`src/rtl/instruction_fetch.sv`:
```
// KGPRisc instruction fetch stage: owns the PC, reads instruction memory and
// registers the returned word into the IF/ID stage with stall, redirect and halt handling.
module instruction_fetch #(
    parameter int         size     = 32,
    parameter int         MemSize  = 32,
    parameter int         RESET_PC = 0,
    parameter logic [5:0] HALT_OP  = 6'b111111
) (
    input  logic            clka,
    input  logic            rst_n,
    input  logic            stall,
    input  logic            redirect,
    input  logic [size-1:0] redirect_addr,
    output logic [size-1:0] imem_addr,
    output logic            imem_we,
    input  logic [size-1:0] imem_data,
    output logic [size-1:0] if_instr,
    output logic [size-1:0] if_pc,
    output logic            if_valid,
    output logic            halted,
    output logic            fault
);

    localparam logic [size-1:0] LAST_PC  = size'(MemSize - 1);
    localparam logic [size-1:0] RST_PC   = size'(RESET_PC);

    typedef enum logic [1:0] {
        S_START = 2'd0,
        S_RUN   = 2'd1,
        S_HALT  = 2'd2
    } state_t;

    state_t          state;
    logic [size-1:0] pc_p0;
    logic [size-1:0] instr_p1;
    logic [size-1:0] pc_p1;
    logic            vld_p1;
    logic            fault_q;

    // Sequential successor, wrapping at the top of instruction memory.
    function automatic logic [size-1:0] next_pc(input logic [size-1:0] pc);
        if (pc == LAST_PC)
            return '0;
        else
            return pc + 1'b1;
    endfunction

    function automatic logic addr_legal(input logic [size-1:0] addr);
        return addr <= LAST_PC;
    endfunction

    function automatic logic is_halt(input logic [size-1:0] instr);
        return instr[size-1 -: 6] == HALT_OP;
    endfunction

    assign imem_addr = pc_p0;
    assign imem_we   = 1'b0;
    assign if_instr  = instr_p1;
    assign if_pc     = pc_p1;
    assign if_valid  = vld_p1;
    assign fault     = fault_q;
    assign halted    = (state == S_HALT);

    always_ff @(posedge clka or negedge rst_n) begin
        if (!rst_n) begin
            state    <= S_START;
            pc_p0    <= RST_PC;
            instr_p1 <= '0;
            pc_p1    <= '0;
            vld_p1   <= 1'b0;
            fault_q  <= 1'b0;
        end else begin
            case (state)
                S_START: begin
                    state <= S_RUN;
                end

                // p0 -> p1: capture imem_data for the PC currently on imem_addr
                S_RUN: begin
                    if (redirect && !addr_legal(redirect_addr)) begin
                        fault_q <= 1'b1;
                        vld_p1  <= 1'b0;
                        state   <= S_HALT;
                    end else if (redirect) begin
                        pc_p0  <= redirect_addr;
                        vld_p1 <= 1'b0;
                    end else if (!stall) begin
                        instr_p1 <= imem_data;
                        pc_p1    <= pc_p0;
                        vld_p1   <= 1'b1;
                        if (is_halt(imem_data))
                            state <= S_HALT;
                        else
                            pc_p0 <= next_pc(pc_p0);
                    end
                end

                // A fault makes the halt permanent until reset.
                S_HALT: begin
                    if (redirect && !addr_legal(redirect_addr)) begin
                        fault_q <= 1'b1;
                        vld_p1  <= 1'b0;
                    end else if (redirect && !fault_q) begin
                        pc_p0  <= redirect_addr;
                        vld_p1 <= 1'b0;
                        state  <= S_RUN;
                    end else if (!stall) begin
                        vld_p1 <= 1'b0;
                    end
                end

                default: begin
                    state <= S_START;
                end
            endcase
        end
    end

endmodule

```
`config.mk`:
```
export PLATFORM = sky130hd
export DESIGN_NAME = instruction_fetch
export DESIGN_NICKNAME = d
export VERILOG_FILES = /design/src/rtl/instruction_fetch.sv
export SDC_FILE = /design/constraint.sdc
export NUM_CORES = 1
export LEC_CHECK = 0
export CORE_ASPECT_RATIO = 1.2
export CORE_MARGIN = 2
export CORE_UTILIZATION = 45
export DETAILED_ROUTE_END_ITERATION = 6
export PLACE_DENSITY = 0.81
export SYNTH_ARGS = -nofsm -noshare
export SYNTH_HDL_FRONTEND = slang
export SYNTH_SLANG_ARGS = --single-unit
```
`constraint.sdc`:
```
create_clock -name clka -period 2.9 [get_ports clka]
set_input_delay 0.435 -clock clka [delete_from_list [all_inputs] [get_ports clka]]
set_output_delay 0.435 -clock clka [all_outputs]
set_load 0.01 [all_outputs]
```
==> results of run 1 <==
[metal layers]
layer,vias up,GRT usage,wire (um)
met3,39,0.0546,1340
li1,2286,-,-
met2,234,0.447,7680
met4,0,0.116,472
met1,2356,0.340,6160
met5,-,0,0
[final cells by class]
cell class / instances / area share
clock buffers: 9 / 0.0315
clock inverters: 7 / 0.00980
inverters: 15 / 0.00788
multi-input cells: 409 / 0.318
flip-flops and latches: 100 / 0.350
well taps: 132 / 0.0231
repair buffers: 189 / 0.260
[cell usage after synthesis (all sizes together) (8+ instances only)]
| cell type | n | area (sq um) |
|---|---|---|
| a22o | 13 | 116 |
| a22oi | 10 | 80.1 |
| buf | 12 | 80.1 |
| and3 | 8 | 50.1 |
| nand3 | 17 | 85.1 |
| nand2 | 201 | 757 |
| nor4 | 17 | 155 |
| inv | 15 | 56.3 |
| o22ai | 15 | 93.8 |
| nand4 | 8 | 56.3 |
| o21ai | 19 | 95.1 |
| dfrtp | 100 | 2500 |
| clkbuf | 24 | 91.3 |
| nor3 | 12 | 65.1 |
| nor2 | 15 | 56.3 |
[registers in the layout, indices dropped and copies added (netlist names)]
signal / flops
imem_addr: 32
state: 2
fault: 1
if_valid: 1
if_pc: 32
if_instr: 32
[power groups by stage]
stage               clock network (mW)  registers, mW  logic, mW
global placement                     0           2.39       2.65
detailed placement                   0           2.42       2.72
CTS                               1.21           2.39       2.73
floorplan                            0           2.54      0.979
finish                            1.19           2.39       2.71
global route                      1.25           2.47       2.95
[worst register-to-register path: cells and delay by family (launching register included)]
kind,cells,cell delay [ns]
AND/OR/NAND/NOR,3,0.65
AO/OA/AOI/OAI,2,0.80
adder cells (fa/ha/maj),1,0.28
flip-flops,1,0.46
buffers and inverters,1,0.25
[cell families after synthesis]
logic type | Yosys count | share of synthesized area
AO/OA/AOI/OAI | 105 | 0.161
adder cells (fa/ha/maj) | 5 | 0.0125
buffers and inverters | 51 | 0.0455
flip-flops | 100 | 0.501
multiplexers | 3 | 0.00651
AND/OR/NAND/NOR | 295 | 0.274
other | 1 | 0.000750
[path summary, 6_finish.rpt]
kind	startpoint	end	slack [ns]
min in group clka	if_pc[13]	if_pc[13]	0.48
max reg2reg	imem_addr[1]	imem_addr[23]	0.35
min	rst_n	if_instr[16]	0.07
max	imem_addr[1]	imem_addr[23]	0.35
max in group asynchronous	rst_n	imem_addr[6]	2.11
min reg2reg	if_pc[13]	if_pc[13]	0.48
==> results by group, run 1 <==
Status
  – Status: completed

Setup path
  – WP buf/inv: 1
  – Top cell by count, worst path: and4_1
  – FF-to-FF path depth: 7
  – Family with the most delay on the worst path: compound AO/OA/AOI/OAI gates
  – Nature of the critical path endpoint: flop
  – CP Class: reg -> reg
  – Worst-path fanout max: 15
  – Critical-path cell list: ha_1 > and4_1 > and4_1 > a21o_1 > buf_4 > nor3_1 > a221o_1
  – CP arrival: 2.79 ns
  – Stages on worst setup path: 7
  – Startpoint types: flop
  – CP required: ~3.1 ns
  – Slowest cell delay on critical path: between 0.4 and 0.5 ns
  – CP max-delay cell: a21o_1

Synthesis
  – Yosys reg bits: 100
  – Mapped Cells: 560
  – YS warnings: 0
  – Sequential share of the synthesized area: 0.501
  – Main synth FF type: dfrtp_1
  – Synth cell types: 64
  – Avg Cell Area, Syn: between 8 and 9 sq um
  – Post-Syn Area: around 5000 sq um
  – Net Count, Synth: roughly 630
  – Post-synthesis async set-or-reset flop share: 1.00
  – Post-synth EDFFs: 0

STA
  – Highest clock rate: slightly below 400 MHz
  – Hold Fails Final Rpt: 0
  – Fin crit period: between 2 and 3 ns
  – Final period util: 0.880
  – Clock skew: roughly 0.0061 ns
  – Pins Over Slew Limit: 0
  – Slew HR: 0.460
  – WHS: 0.0683 ns
  – Final Setup Violations: 0
  – RSZ-0062 raised after global routing: no
  – Setup_tns: 0 ns
  – Smallest setup slack after layout: around 0.35 ns
  – Worst slew pin tran: approximately 0.81 ns

Pwr
  – Reg power frac: 0.380
  – Max VDD drop: 373 uV
  – Leakage Power: 3.21 nW
  – P_sw: around 2.4 mW
  – P_int: 3.94 mW
  – Tot Pwr: approximately 6.3 mW
  – Clock Power Share: 0.189
  – Switching Fraction: 0.375
  – Pwr dens: 881 nW/um^2
  – Logic pwr share: 0.431

Clocking
  – CTS Hold Bufs: 0
  – Worst-Skew Late Latency: around 0.36 ns
  – Post-CTS Setup Bufs: 0
  – Clock-pin slew on the worst setup and hold paths: roughly 0.080 ns
  – CTS max path bufs: 2
  – Cts repair resizes: 0
  – Clk sink count: 100
  – Root Buffer: clkbuf_16
  – H-tree Lvls: 3
  – CTS tree: built
  – Num CTS Buffers: 9

Die
  – IO Count: around 170
  – Core ar.: 10900 sq um
  – Die height: 119 um
  – Initial Util: 0.457
  – Die area: approximately 12000 sq um
  – Die width: 100 um
  – Rows: 42

Routing
  – Residual DRC count: 0
  – Post-DRT Antenna Nets: 0
  – WL per Instance: around 18 um
  – Vias after detailed routing: 4915
  – First-pass detailed-route iteration total: 5
  – Final WL: 15600 um
  – Initial DRC Count: 241
  – Via/cell ratio: ~5.7

Global route
  – Gr ovfl total: 0
  – First-pass GRT wire length: between 20000 and 30000 um
  – Largest net degree at the start of global routing: 57
  – Global Route Usage Sum: 0.270
  – Vias in the first global route: about 5000
  – Initial antenna violation count: 0

Run
  – Max Cap Viol: 0

Layout
  – Final Cell Area: between 7000 and 8000 sq um
  – Synth-to-layout area growth: 43.0%
  – Register Area: 2500 sq um
  – Nets: 797
  – Share of cells above drive strength 1: 0.0864
  – Fill cells: 891
  – Post-Route Utilization: 0.654
  – Multi-input gate area: 2270 sq um
  – Commonest non-fill, non-tap cell in the layout: nand2_1
  – Most frequent cells in the layout: nand2_1 (199), clkdlybuf4s50_1 (165), dfrtp_1 (100)
  – Diode count: 0
  – Non-Filler Instances: between 800 and 900

Place
  – Dpl cell area: about 7000 sq um
  – Hpwl dp: 11400 um
  – Placed cells: around 850
  – PortBufs: between 150 and 200
  – Dpl ws: ~0.15 ns
  – Gpl congestion: between 0.9 and 1

Worst hold path
  – Hold WC Path Type: in -> async
No activity file was read; power rests on OpenSTA's default activity.
==> run 2, diff against run 1 <==
--- a/config.mk
+++ b/config.mk
@@ -9,6 +9,7 @@
 export CORE_MARGIN = 2
 export CORE_UTILIZATION = 45
 export DETAILED_ROUTE_END_ITERATION = 6
+export MAX_ROUTING_LAYER = met4
 export PLACE_DENSITY = 0.81
 export SYNTH_ARGS = -nofsm -noshare
 export SYNTH_HDL_FRONTEND = slang
==> results by group, run 2 (synthesis gave the netlist of run 1 again) <==
Die
  – Die height: 119 um (unchanged)
  – Core ar.: 10900 sq um (unchanged)
  – IO Count: 168 (unchanged)
  – Initial Util: 0.457 (unchanged)
  – Rows: 42 (unchanged)
  – Die width: 100 um (unchanged)
  – Die area: 12000 sq um (unchanged)

Setup path
  – CP max-delay cell: a21o_1
  – Nature of the critical path endpoint: flop
  – Slowest cell delay on critical path: 0.47 ns (about the same)
  – Critical-path cell list: ha_1 > and4_1 > and4_1 > a21o_1 > buf_4 > nor3_1 > a221o_1
  – Worst-path fanout max: 15 (unchanged)
  – Startpoint types: flop
  – CP Class: reg -> reg
  – CP arrival: 2.81 ns (+0.02 ns)
  – Top cell by count, worst path: and4_1
  – FF-to-FF path depth: 7 (unchanged)
  – CP required: 3.13 ns (about the same)

STA
  – Highest clock rate: 388 MHz (-0.96%)
  – Final period util: 0.889 (+0.00858)
  – RSZ-0062 raised after global routing: no
  – Slew HR: 0.512 (+0.0518)
  – Hold Fails Final Rpt: 0 (unchanged)
  – Smallest setup slack after layout: 0.322 ns (-0.0249 ns)
  – Setup_tns: 0 ns (unchanged)
  – Pins Over Slew Limit: 0 (unchanged)
  – Final Setup Violations: 0 (unchanged)
  – Clock skew: 0.00886 ns (+0.00279 ns)
  – Fin crit period: 2.58 ns (+0.0249 ns)
  – Worst slew pin tran: 0.729 ns (-0.0774 ns)

Place
  – Dpl ws: 0.157 ns (+0.00971 ns)
  – Hpwl dp: 11600 um (+1.1%)
  – Gpl congestion: 0.937 (about the same)
  – PortBufs: 166 (unchanged)

Clocking
  – Clock-pin slew on the worst setup and hold paths: 0.07 ns (about the same)
  – Post-CTS Setup Bufs: 0 (unchanged)
  – H-tree Lvls: 3 (unchanged)
  – Root Buffer: clkbuf_16
  – CTS max path bufs: 2 (unchanged)
  – Cts repair resizes: 0 (unchanged)
  – Num CTS Buffers: 9 (unchanged)
  – Clk sink count: 100 (unchanged)
  – CTS Hold Bufs: 0 (unchanged)
  – CTS tree: built
  – Worst-Skew Late Latency: 0.34 ns (-0.02 ns)

Routing
  – Residual DRC count: 0 (unchanged)
  – Initial DRC Count: 286 (+19%)
  – WL per Instance: 18.3 um (+0.64%)
  – Vias after detailed routing: 4930 (+0.31%)
  – Post-DRT Antenna Nets: 0 (unchanged)
  – Final WL: 15700 um (+0.64%)
  – Via/cell ratio: 5.73 (+0.31%)
  – First-pass detailed-route iteration total: 7 (+2)

Layout
  – Share of cells above drive strength 1: 0.0850 (-0.00137)
  – Synth-to-layout area growth: 43.6%
  – Nets: 797 (unchanged)
  – Diode count: 0 (unchanged)
  – Most frequent cells in the layout: nand2_1 (199), clkdlybuf4s50_1 (165), dfrtp_1 (100)
  – Fill cells: 880 (-1.2%)
  – Commonest non-fill, non-tap cell in the layout: nand2_1

Pwr
  – Pwr dens: 894 nW/um^2 (+1.5%)
  – Max VDD drop: 374 uV (+0.37%)
  – Leakage Power: 3.22 nW (+0.51%)

Worst hold path
  – Hold WC Path Type: in -> async

Status
  – Status: completed

Global route
  – Global Route Usage Sum: 0.275 (+0.00578)
  – Vias in the first global route: 4824 (-3.0%)
  – Largest net degree at the start of global routing: 57 (unchanged)
  – Initial antenna violation count: 0 (unchanged)
  – First-pass GRT wire length: 25200 um (-0.63%)
  – Gr ovfl total: 0 (unchanged)

Run
  – Max Cap Viol: 0 (unchanged)
==> run 2: routing by layer <==
| layer | vias to the layer above | share of wire | GRT usage |
|---|---|---|---|
| li1 | 2285 | - | - |
| met1 | 2376 | 0.41 | 0.355 |
| met2 | 240 | 0.48 | 0.438 |
| met3 | 29 | 0.082 | 0.0516 |
| met4 | 0 | 0.024 | 0.0950 |
| met5 | - | 0 | - |
==> run 2: path summary, 6_finish.rpt <==
| path | startpoint | end | slack [ns] |
|---|---|---|---|
| worst min-delay path | rst_n | if_instr[6] | 0.15 |
| worst max register to register | imem_addr[0] | imem_addr[23] | 0.32 |
| max in group asynchronous | rst_n | imem_addr[12] | 2.06 |
| min in group clka | if_pc[27] | if_pc[27] | 0.48 |
| worst max-delay path | imem_addr[0] | imem_addr[23] | 0.32 |
| worst min register to register | if_pc[27] | if_pc[27] | 0.48 |
==> run 2: metrics by stage <==
step / total power [mW] / hold WS (ns) / instance area [sq um] / std cells / util
after detailed placement: 5.13 / 0.462 / 6850 / 845 / 0.627
after global placement: 5.04 / 0.456 / 6850 / 845 / 0.627
after CTS: 6.44 / 0.180 / 7180 / 861 / 0.657
after global routing: 6.78 / 0.217 / 7180 / 861 / 0.657
final: 6.42 / 0.149 / 7180 / 861 / 0.657
after floorplan: 3.52 / 0.139 / 5000 / 560 / -
==> run 2: final cells by class <==
type / instances / area (sq um) / area share
clock inverter: 5 / 83.8 / 0.0117
inverter: 15 / 56.3 / 0.00784
sequential: 100 / 2500 / 0.348
clock buffer: 11 / 243 / 0.0338
multi-input combinational: 409 / 2270 / 0.317
timing repair buffer: 189 / 1860 / 0.259
tap: 132 / 165 / 0.0230
==> run 2: power breakdown <==
group          leakage [nW]  internal [mW]  switching [mW]
clock network         0.158          0.785           0.532
registers              1.27           1.92           0.479
logic                  1.80           1.42            1.29
total                  3.22           4.12            2.30
==> run 2: critical path: cells and delay by family, from the launching register on <==
kind	cells	cell delay, ns
AO/OA/AOI/OAI	2	0.80
AND/OR/NAND/NOR	3	0.68
flip-flops	1	0.46
adder cells (fa/ha/maj)	1	0.28
buffers and inverters	1	0.25
==> run 3, diff against run 2 <==
--- a/config.mk
+++ b/config.mk
@@ -5,6 +5,7 @@
 export SDC_FILE = /design/constraint.sdc
 export NUM_CORES = 1
 export LEC_CHECK = 0
+export CAP_MARGIN = 25
 export CORE_ASPECT_RATIO = 1.2
 export CORE_MARGIN = 2
 export CORE_UTILIZATION = 45
==> results of run 3 <==
No change in the layout: final DEF, timing and power equal those of run 2.
